[src/rtl/apb_master_bridge.sv]
// Purpose: APB initiator; queues valid/ready commands and runs each one as a SETUP+ACCESS transfer.
// Latency: a command accepted at edge E0 is in SETUP after E1 and in ACCESS after E2, and completes at E3.
//          Read data is visible after E3.
// Backpressure: cmd_ready = !full. A read waits in the queue while the response slot is occupied.
//               Commands behind it wait too, so order is strict.
// Ports: clk/rst (async, active-high); cmd_* command stream in; rsp_* read response out;
//        psel/penable/paddr/pwrite/pwdata/prdata APB master side.
module apb_master_bridge #(
    parameter int FIFO_DEPTH = 4
) (
    input  logic        clk,
    input  logic        rst,
    input  logic        cmd_valid,
    output logic        cmd_ready,
    input  logic        cmd_write,
    input  logic [31:0] cmd_addr,
    input  logic [31:0] cmd_wdata,
    output logic        rsp_valid,
    input  logic        rsp_ready,
    output logic [31:0] rsp_rdata,
    output logic        psel,
    output logic        penable,
    output logic [31:0] paddr,
    output logic        pwrite,
    output logic [31:0] pwdata,
    input  logic [31:0] prdata
);

    localparam int AW = $clog2(FIFO_DEPTH);
    localparam logic [AW:0] FULL_CNT = (AW+1)'(FIFO_DEPTH);

    typedef struct packed {
        logic        write;
        logic [31:0] addr;
        logic [31:0] wdata;
    } cmd_t;

    typedef enum logic [1:0] {
        IDLE   = 2'd0,
        SETUP  = 2'd1,
        ACCESS = 2'd2
    } state_t;

    cmd_t          mem [FIFO_DEPTH];
    cmd_t          head;
    logic [AW-1:0] wr_ptr;
    logic [AW-1:0] rd_ptr;
    logic [AW:0]   count;
    logic          push;
    logic          pop;
    logic          empty;
    logic          rd_done;
    logic          slot_free;
    logic          issue_ok;
    state_t        state;
    state_t        state_nxt;

    // ---------------- command FIFO ----------------
    assign cmd_ready = (count != FULL_CNT);
    assign empty     = (count == '0);
    assign push      = cmd_valid && cmd_ready;
    assign head      = mem[rd_ptr];

    // Storage needs no reset; the pointers and count define what is valid.
    always_ff @(posedge clk) begin
        if (push) begin
            mem[wr_ptr] <= '{write: cmd_write, addr: cmd_addr, wdata: cmd_wdata};
        end
    end

    always_ff @(posedge clk or posedge rst) begin
        if (rst) begin
            wr_ptr <= '0;
            rd_ptr <= '0;
            count  <= '0;
        end else begin
            if (push) wr_ptr <= wr_ptr + AW'(1);
            if (pop)  rd_ptr <= rd_ptr + AW'(1);
            case ({push, pop})
                2'b10:   count <= count + (AW+1)'(1);
                2'b01:   count <= count - (AW+1)'(1);
                default: count <= count;
            endcase
        end
    end

    // ---------------- issue gate ----------------
    // A completing read fills the slot on this edge. The next read cannot
    // go straight from ACCESS to SETUP, so it passes through IDLE.
    assign rd_done   = (state == ACCESS) && !pwrite;
    assign slot_free = (!rsp_valid || rsp_ready) && !rd_done;
    assign issue_ok  = !empty && (head.write || slot_free);

    // ---------------- transfer FSM ----------------
    always_ff @(posedge clk or posedge rst) begin
        if (rst) state <= IDLE;
        else     state <= state_nxt;
    end

    always_comb begin
        state_nxt = state;
        pop       = 1'b0;
        case (state)
            IDLE: begin
                if (issue_ok) begin
                    pop       = 1'b1;
                    state_nxt = SETUP;
                end
            end
            SETUP: state_nxt = ACCESS;
            ACCESS: begin
                if (issue_ok) begin
                    pop       = 1'b1;
                    state_nxt = SETUP;
                end else begin
                    state_nxt = IDLE;
                end
            end
            default: state_nxt = IDLE;
        endcase
    end

    assign psel    = (state != IDLE);
    assign penable = (state == ACCESS);

    // Address/data are loaded only on pop, so they are stable through the
    // SETUP and ACCESS phases and hold their values in IDLE.
    always_ff @(posedge clk or posedge rst) begin
        if (rst) begin
            paddr  <= '0;
            pwrite <= 1'b0;
            pwdata <= '0;
        end else if (pop) begin
            paddr  <= head.addr;
            pwrite <= head.write;
            pwdata <= head.wdata;
        end
    end

    // ---------------- response slot ----------------
    always_ff @(posedge clk or posedge rst) begin
        if (rst) begin
            rsp_valid <= 1'b0;
            rsp_rdata <= '0;
        end else if (rd_done) begin
            rsp_valid <= 1'b1;
            rsp_rdata <= prdata;
        end else if (rsp_valid && rsp_ready) begin
            rsp_valid <= 1'b0;
        end
    end

endmodule

[config.mk]
export PLATFORM = sky130hd
export DESIGN_NAME = apb_master_bridge
export DESIGN_NICKNAME = d
export VERILOG_FILES = /design/src/rtl/apb_master_bridge.sv
export SDC_FILE = /design/constraint.sdc
export NUM_CORES = 1
export LEC_CHECK = 0
export ABC_AREA = 1
export CAP_MARGIN = 20
export CORE_MARGIN = 5
export CORE_UTILIZATION = 35
export CTS_BUF_LIST = sky130_fd_sc_hd__clkbuf_8
export CTS_CLUSTER_SIZE = 10
export DETAILED_ROUTE_END_ITERATION = 7
export PLACE_DENSITY_LB_ADDON = 0.1
export SLEW_MARGIN = 10
export SYNTH_ARGS = -nofsm -noshare
export SYNTH_HDL_FRONTEND = slang
export SYNTH_SLANG_ARGS = --single-unit
[constraint.sdc]
create_clock -name clk -period 6.8 [get_ports clk]
set_clock_uncertainty 0.05 [all_clocks]
set_input_delay 1.36 -clock clk [delete_from_list [all_inputs] [get_ports clk]]
set_output_delay 1.36 -clock clk [all_outputs]
set_load 0.1 [all_outputs]
==> results.toml, run 1 <==
[outcome]
status = "complete, no violations"

[worst_setup_path]
crit_path_end_kind = "output pin"
critPathRequiredTime_ns = 5.39
cpMaxStageDelayCell = "clkdlybuf4s50_1"
path_cells = "clkinv_2 -> nand2_1 -> clkdlybuf4s50_1"
critical_path.max_fanout = 38
cp.arrival_ns = 2.87
cpPeakStageDelay_ns = 1.16
critPathTopFamily = "buffers and inverters"
startpoint_type = "register"
path_buf_inv = 2
critical_path_class = "register to output pin"

[sta]
finalSetupViolations = 0
finalWorstSetupSlack_ns = 2.518
hold_ws_ns = 0.4169
hold_viol = 0
fin_crit_ns = 4.283
fmax_mhz = 233.5
slew_headroom_pct = 27.76
maxSlewViolCount = 0
tns_ns = 0
fin_crit_sh_pct = 62.98
rsz0062_at_grt = "false"
worst_pin_slew_ns = 1.080

[cts]
clk_latency_ns = 0.58
clockBufferDepth = 3
cts_tree = "built"
htreeDepth = 3
postCtsSetupBuffers = 0
clkTransAtPathRegs_ns = 0.06
ctsHoldBuffers = 0
cts.sinks = 367
root_buffer = "clkbuf_8"
numCtsBuffers = 67
post_cts_resize_count = 0

[grt]
met3_usage_pct = 3.766
grt_pass1_vias = 10190
grt_overflow = 0
grt_pass1_wl_um = 59710
grt_max_degree = 81
busiest_layer = "met2"
met2_usage_pct = 26.82
antenna_found_initial = 1
use_met1_pct = 20.86
track_usage_pct = 16.10

[detailed_routing]
wl_um = 38600
vias_per_cell = 4.459
dr.pass1.iters = 4
drt_iter0_drc = 464
ant_nets = 0
wire_per_inst_um = 16.83
vias = 10230
drc = 0

[place]
postPlaceCellArea_sq_um = 17860
place.gp.congestion = 0.6829
dp_slack_ns = 2.982
port_buffers = 201
hpwl_um = 21360

[logic_synthesis]
synth_most_common_cell = "nand2_1"
synth-async-reset-ratio_pct = 29.16
ys_warn_count = 0
synth_nets = 1553
synth_top_area_share_pct = 51.01
synthCells = 1446
synth_ff_type = "edfxtp_1"
synth-edff-count = 260
yosys-top-cells-count = "467 x nand2_1, 277 x inv_1, 260 x edfxtp_1"
syn-cell-area_sq_um = 15310
postSynthAreaPerCell_sq_um = 10.59
seq_area_frac_synth_pct = 68.50
ys_seq_elements = 367
synth_cell_type_count = 24
synth.area.top_cells = "edfxtp_1 51%, dfrtp_1 17%, nand2_1 11%"
yosysTopAreaCell = "edfxtp_1"

[die]
die-area_sq_um = 48020
die_width_um = 219.1
rows = 76
ios = 202
start_util_pct = 35.46
fp.dieH_um = 219.1
core_sq_um = 43170

[cells_and_area]
syn2layout_area_growth_pct = 25.48
fin_nets = 1762
drive_above_1_share_pct = 8.841
fillCellCount = 4153
finish.instance_area_sq_um = 19210

[run]
maxCapViolCount = 0

[hold_path]
worstHoldPathType = "register to register"
## sequential cells by signal, indices dropped and copies added (netlist names)
register and cells:
state 2, rsp_rdata 32, mem 260, wr_ptr 2, pwdata 32, count 3
paddr 32, rd_ptr 2, pwrite 1, rsp_valid 1
## area by class of cell
type	count	area, sq um	area share [%]
antenna	1	2.502	0.01303
clock buffer	85	1170	6.091
clock inverter	37	147.6	0.7687
inverter	279	1056	5.498
multi-input combinational	725	3457	18.00
sequential	367	10490	54.63
tap	585	732.0	3.811
timing repair buffer	215	2150	11.19
## layout by cell type (no fill, tap or decap)
cell type        count
inv_2                1
nand3_2              1
inv_6                1
nor2_1               3
fa_1                 1
nand2_4              1
clkbuf_8            85
clkinv_1             3
nand3_1            133
inv_4                1
clkinvlp_4           1
buf_4               12
nand4_1             67
nand3_4              2
edfxtp_1           260
clkdlybuf4s50_1    201
xnor2_1              1
nand2_1            467
ha_1                 5
nor2_4               4
mux2_2              32
o21ai_2              1
clkinv_2             5
inv_1              304
diode_2              1
o21ai_0              2
dfrtp_1            105
buf_12               1
dfrtp_4              2
a21oi_1              2
xor2_1               3
buf_16               1
## worst min-delay path, cell delays in order (launching register included)
cell and delay, ns:
dfrtp_1 0.34, nand2_1 0.05, nand2_1 0.05
## path summary, 6_finish.rpt
kind | start | end | slack [ns] | cells after the start
max | state[0] | psel | 2.52 | 3
min | pwdata[11] | pwdata[11] | 0.42 | 2
max reg2reg | state[0] | count[2] | 3.04 | 12
min reg2reg | pwdata[11] | pwdata[11] | 0.42 | 2
max in group asynchronous | rst | rd_ptr[1] | 4.24 | 3
min in group asynchronous | rst | rsp_rdata[12] | 1.16 | 2
## routing by layer
layer,up-vias,share of wire [%]
li1,5052,-
met1,4872,45
met2,238,47
met3,68,5.3
met4,0,2.1
met5,-,0
## kinds of logic (layout without fill, tap and decap cells)
kind of cell,Yosys count,count (layout),synth area share [%]
xor+xnor,4,4,0.2289
other cells,0,1,0
buf+inv,354,616,9.277
mux,32,32,2.354
fa+ha+maj,6,6,0.5395
compound gates,5,5,0.1880
flops,367,367,68.50
simple gates,678,678,18.91
## metrics by stage
| stage | util, % | std cells |
|---|---|---|
| after CTS | 44.42 | 2292 |
| final | 44.49 | 2294 |
| after global placement | 41.37 | 2170 |
| after detailed placement | 41.37 | 2170 |
| after global routing | 44.49 | 2294 |
| after floorplan | - | 1446 |
Power of run 1 is left out: the tool's default activity adds up to more than one toggle a clock period on the data nets, which glitch-free logic cannot reach.
==> run 2, diff against run 1 <==
- clock period: 6.8 -> 4.2 ns (I/O delays scaled with it)
==> run 2 against run 1 <==
Net effect:
- sequential cell count stayed put
- routed wire length is 2.3% lower
- critical path depth stayed put
- register-to-register slack worse by 1.5 ns
- first-iteration DRC count is 23% higher
- die area stayed put
- global-route usage is 0.28 points lower
- count of clock-buffer cells in the layout is 10 lower
- sequential share of layout area is 0.23 points higher
- core utilization is 0.19 points lower
- design area is 0.42% lower
- non-clock buffer count is 7 higher
- largest cell class unchanged
- highest routed layer unchanged
==> results.toml, run 2 (same netlist as run 1, synthesis figures left out) <==
[outcome]
status = "complete, no violations"

[place]
dp_cells = 2178
dp_slack_ns = 1.296
place.gp.congestion = 0.7189
hpwl_um = 21730
port_buffers = 201

[cts]
numCtsBuffers = 67
postCtsSetupBuffers = 0
root_buffer = "clkbuf_8"
clkTransAtPathRegs_ns = 0.06
clk_latency_ns = 0.58
clockBufferDepth = 3
cts.sinks = 367
ctsHoldBuffers = 0
htreeDepth = 3
cts_tree = "built"
post_cts_resize_count = 0

[grt]
grt_overflow = 0
antenna_found_initial = 2
use_met1_pct = 21.29
grt_pass1_wl_um = 58880
track_usage_pct = 15.82
grt_max_degree = 69
met2_usage_pct = 25.70
met3_usage_pct = 3.518
busiest_layer = "met2"
grt_pass1_vias = 10100

[worst_setup_path]
r2r_setup_slack_ns = 1.56
critPathTopFamily = "buffers and inverters"
crit-reg2reg-launch = "rd_ptr[0]"
startpoint_type = "register"
cp.arrival_ns = 2.40
critPathRequiredTime_ns = 3.31
crit_start = "count[1]"
cpPeakStageDelay_ns = 1.19
critical_path_class = "register to output pin"
critical_path.max_fanout = 3
path_buf_inv = 2
path_cells = "inv_1 -> nand3_1 -> clkdlybuf4s50_1"
crit_path_end_kind = "output pin"
cpMaxStageDelayCell = "clkdlybuf4s50_1"

[sta]
slew_headroom_pct = 31.47
worst_pin_slew_ns = 1.025
rsz0062_at_grt = "false"
finalWorstSetupSlack_ns = 0.9079
fin_crit_sh_pct = 78.38
maxSlewViolCount = 0
hold_viol = 0
fin_crit_ns = 3.292
finalSetupViolations = 0
fmax_mhz = 303.8

[cells_and_area]
fin_nets = 1769
fin_util_pct = 44.31
final_cells = 2302
largest_register_ffs = 260
layout_common_cells = "467 x nand2_1, 308 x inv_1, 260 x edfxtp_1"
top_register = "mem"
syn2layout_area_growth_pct = 24.96
mostFrequentLayoutCell = "nand2_1"
drive_above_1_share_pct = 8.805
fillCellCount = 4187

[die]
rows = 76
die_width_um = 219.1
ios = 202
core_sq_um = 43170
start_util_pct = 35.46
fp.dieH_um = 219.1
die-area_sq_um = 48020

[detailed_routing]
wire_per_inst_um = 16.39
dr.pass1.iters = 5
drt_iter0_drc = 571
ant_nets = 0
wl_um = 37720
vias_per_cell = 4.429
drc = 0
vias = 10200

[run]
maxCapViolCount = 0

[hold_path]
min_from = "pwdata[5]"
worstHoldPathType = "register to register"
run 2: changes by cell type in the layout (fill, tap and decap cells not counted), sizes merged:
cell	previous run	this run
clkbuf	85	75
buf	14	22
clkinv	8	15
inv	307	311
clkdlybuf4s50	201	200
clkinvlp	1	0
diode	1	2
run 2: per-stage QoR:
stage          setup TNS, ns  instance area [sq um]  hold slack, ns
2_1_floorplan        -180.64                  15310          0.3965
3_3_place_gp               0                  17900          0.4062
3_5_place_dp               0                  17900          0.4085
4_1_cts                    0                  19120          0.4230
5_1_grt                    0                  19130          0.4319
6_report                   0                  19130          0.4165
run 2: worst paths after layout:
path / to / depth (start not counted)
setup / recovery: cmd_ready / 3
max in group asynchronous: paddr[1] / 3
hold / removal: pwdata[5] / 2
hold reg to reg: pwdata[5] / 2
min in group asynchronous: paddr[23] / 2
setup reg to reg: count[2] / 12
run 2: layout make-up:
cell class | instances | area [sq um] | share of cell area [%]
Antenna cell | 2 | 5.005 | 0.02617
Clock inverter | 47 | 185.2 | 0.9681
Multi-Input combinational cell | 725 | 3457 | 18.07
Clock buffer | 75 | 1032 | 5.397
Inverter | 279 | 1056 | 5.521
Timing Repair Buffer | 222 | 2167 | 11.33
Sequential cell | 367 | 10490 | 54.86
Tap cell | 585 | 732.0 | 3.827
run 2: worst min-delay path, cell delays in order, from the launching register on:
cell     delay, ns
dfrtp_1       0.34
nand2_1       0.05
nand2_1       0.04
run 2: metal layers:
layer	vias to the layer above	part of all wire, %
met2	257	47
met3	49	5.7
li1	5073	-
met4	0	1.8
met1	4816	46
met5	-	0
Power of run 2 is left out for the same reason.
==> run 3, diff against run 2 <==
- clock period: 4.2 -> 2.7 ns (I/O delays scaled with it)
==> run 3 against run 2 <==
Net effect:
- cell count grew 0.13%
- sequential cell count stayed put
- worst setup slack got worse by 0.63 ns
- routed wire length grew 5.6%
- die area stayed put
- sequential share of layout area about the same
- global-route usage rose by 0.90 points
- non-clock buffer count rose by 3
- register-to-register slack worse by 1.0 ns
- critical path depth grew 1
- via count rose by 1.3%
- critical path type unchanged
==> results.toml, run 3 (same netlist as run 1, synthesis figures left out) <==
[sta]
slew_headroom_pct = 31.33
finalSetupViolations = 0
tns_ns = 0
rsz0062_at_grt = "false"
fin_crit_ns = 2.426
worst_pin_slew_ns = 1.030
maxSlewViolCount = 0
fmax_mhz = 412.2
fin_crit_sh_pct = 89.85
hold_viol = 0

[grt]
grt_pass1_vias = 10600
grt_pass1_wl_um = 61470
grt_overflow = 0
grt_max_degree = 131
track_usage_pct = 16.72
antenna_found_initial = 6

[die]
rows = 76
start_util_pct = 35.46
core_sq_um = 43170
die_width_um = 219.1
die-area_sq_um = 48020
ios = 202
fp.dieH_um = 219.1

[cts]
cts.sinks = 367
numCtsBuffers = 67
clockBufferDepth = 3
clk_latency_ns = 0.59
cts_tree = "built"
htreeDepth = 3
clkTransAtPathRegs_ns = 0.06
ctsHoldBuffers = 0
root_buffer = "clkbuf_8"

[detailed_routing]
wl_um = 39840
dr.pass1.iters = 5
vias_per_cell = 4.480
wire_per_inst_um = 17.28
drc = 0
vias = 10330
ant_nets = 0
drt_iter0_drc = 489

[cells_and_area]
drive_above_1_share_pct = 15.08
final_cells = 2305
largest_register_ffs = 260
fin_nets = 1772
layout_common_cells = "466 x nand2_1, 301 x inv_1, 260 x edfxtp_1"
mostFrequentLayoutCell = "nand2_1"
syn2layout_area_growth_pct = 24.91
finish.instance_area_sq_um = 19120
top_register = "mem"

[worst_setup_path]
crit-reg2reg-launch = "rd_ptr[0]"
critical_path.max_fanout = 37
startpoint_type = "register"
cpPeakStageDelay_ns = 0.40
cpMaxStageDelayCell = "dfrtp_1"
path_cells = "clkinv_2 -> buf_6 -> nand2_1 -> buf_12"
critPathRequiredTime_ns = 2.11
reg2reg_depth = 13
critical_path_class = "register to output pin"
r2r_setup_slack_ns = 0.53
cp.arrival_ns = 1.84
crit_path_end_kind = "output pin"
r2r-end = "count[2]"

[run]
maxCapViolCount = 0

[place]
hpwl_um = 21370
postPlaceCellArea_sq_um = 17850
dp_cells = 2181
place.gp.congestion = 0.7011
port_buffers = 201

[outcome]
status = "complete, no violations"

[hold_path]
worstHoldPathType = "input port to asynchronous set/reset pin"
-- run 3: metrics by stage --
step           setup slack (ns)  util, %  hold slack (ns)
2_1_floorplan           0.05286        -           0.3965
3_3_place_gp             0.1463    41.34           0.4071
3_5_place_dp             0.1656    41.34           0.4103
4_1_cts                 0.02835    44.26           0.2600
5_1_grt                  0.1564    44.28           0.2783
6_report                 0.2740    44.29           0.3052
-- run 3: critical path: cells and delay by family (launching register included) --
family                 cells  cell delay (ns)
buffers and inverters      3             0.67
AND/OR/NAND/NOR            1             0.17
flip-flops                 1             0.40
-- run 3: metal layers --
layer	share of wire, %	GRT usage [%]	routed length, um
met4	2.0	5.568	806
met3	6.5	4.594	2596
met1	43	20.84	17250
met2	48	28.29	19150
met5	0.085	0	34
-- run 3: worst max-delay path by stage --
stage / from / endpoint / slack [ns] / cells after the start
2_1_floorplan: count[0] / mem[0][0] / 0.05 / 4
3_3_place_gp: rsp_ready / count[2] / 0.15 / 11
3_5_place_dp: rsp_ready / pwdata[10] / 0.17 / 7
4_1_cts: state[0] / psel / 0.03 / 4
5_1_grt: state[0] / psel / 0.16 / 4
6_report: state[0] / psel / 0.27 / 4
-- run 3: repair_timing --
action                     CTS  global route
buffers inserted             0             0
setup endpoints to repair    0             1
hold endpoints to repair     0             0
gates resized for setup      0             1
-- run 3: layout make-up --
cell class              count  area [sq um]
diodes                      3         7.507
well taps                 585         732.0
multi-input cells         725          3465
repair buffers            225          2106
inverters                 279          1055
clock buffers              80          1101
clock inverters            41         161.4
fillers                  4144         24050
flip-flops and latches    367         10490
Power of run 3 is left out for the same reason.
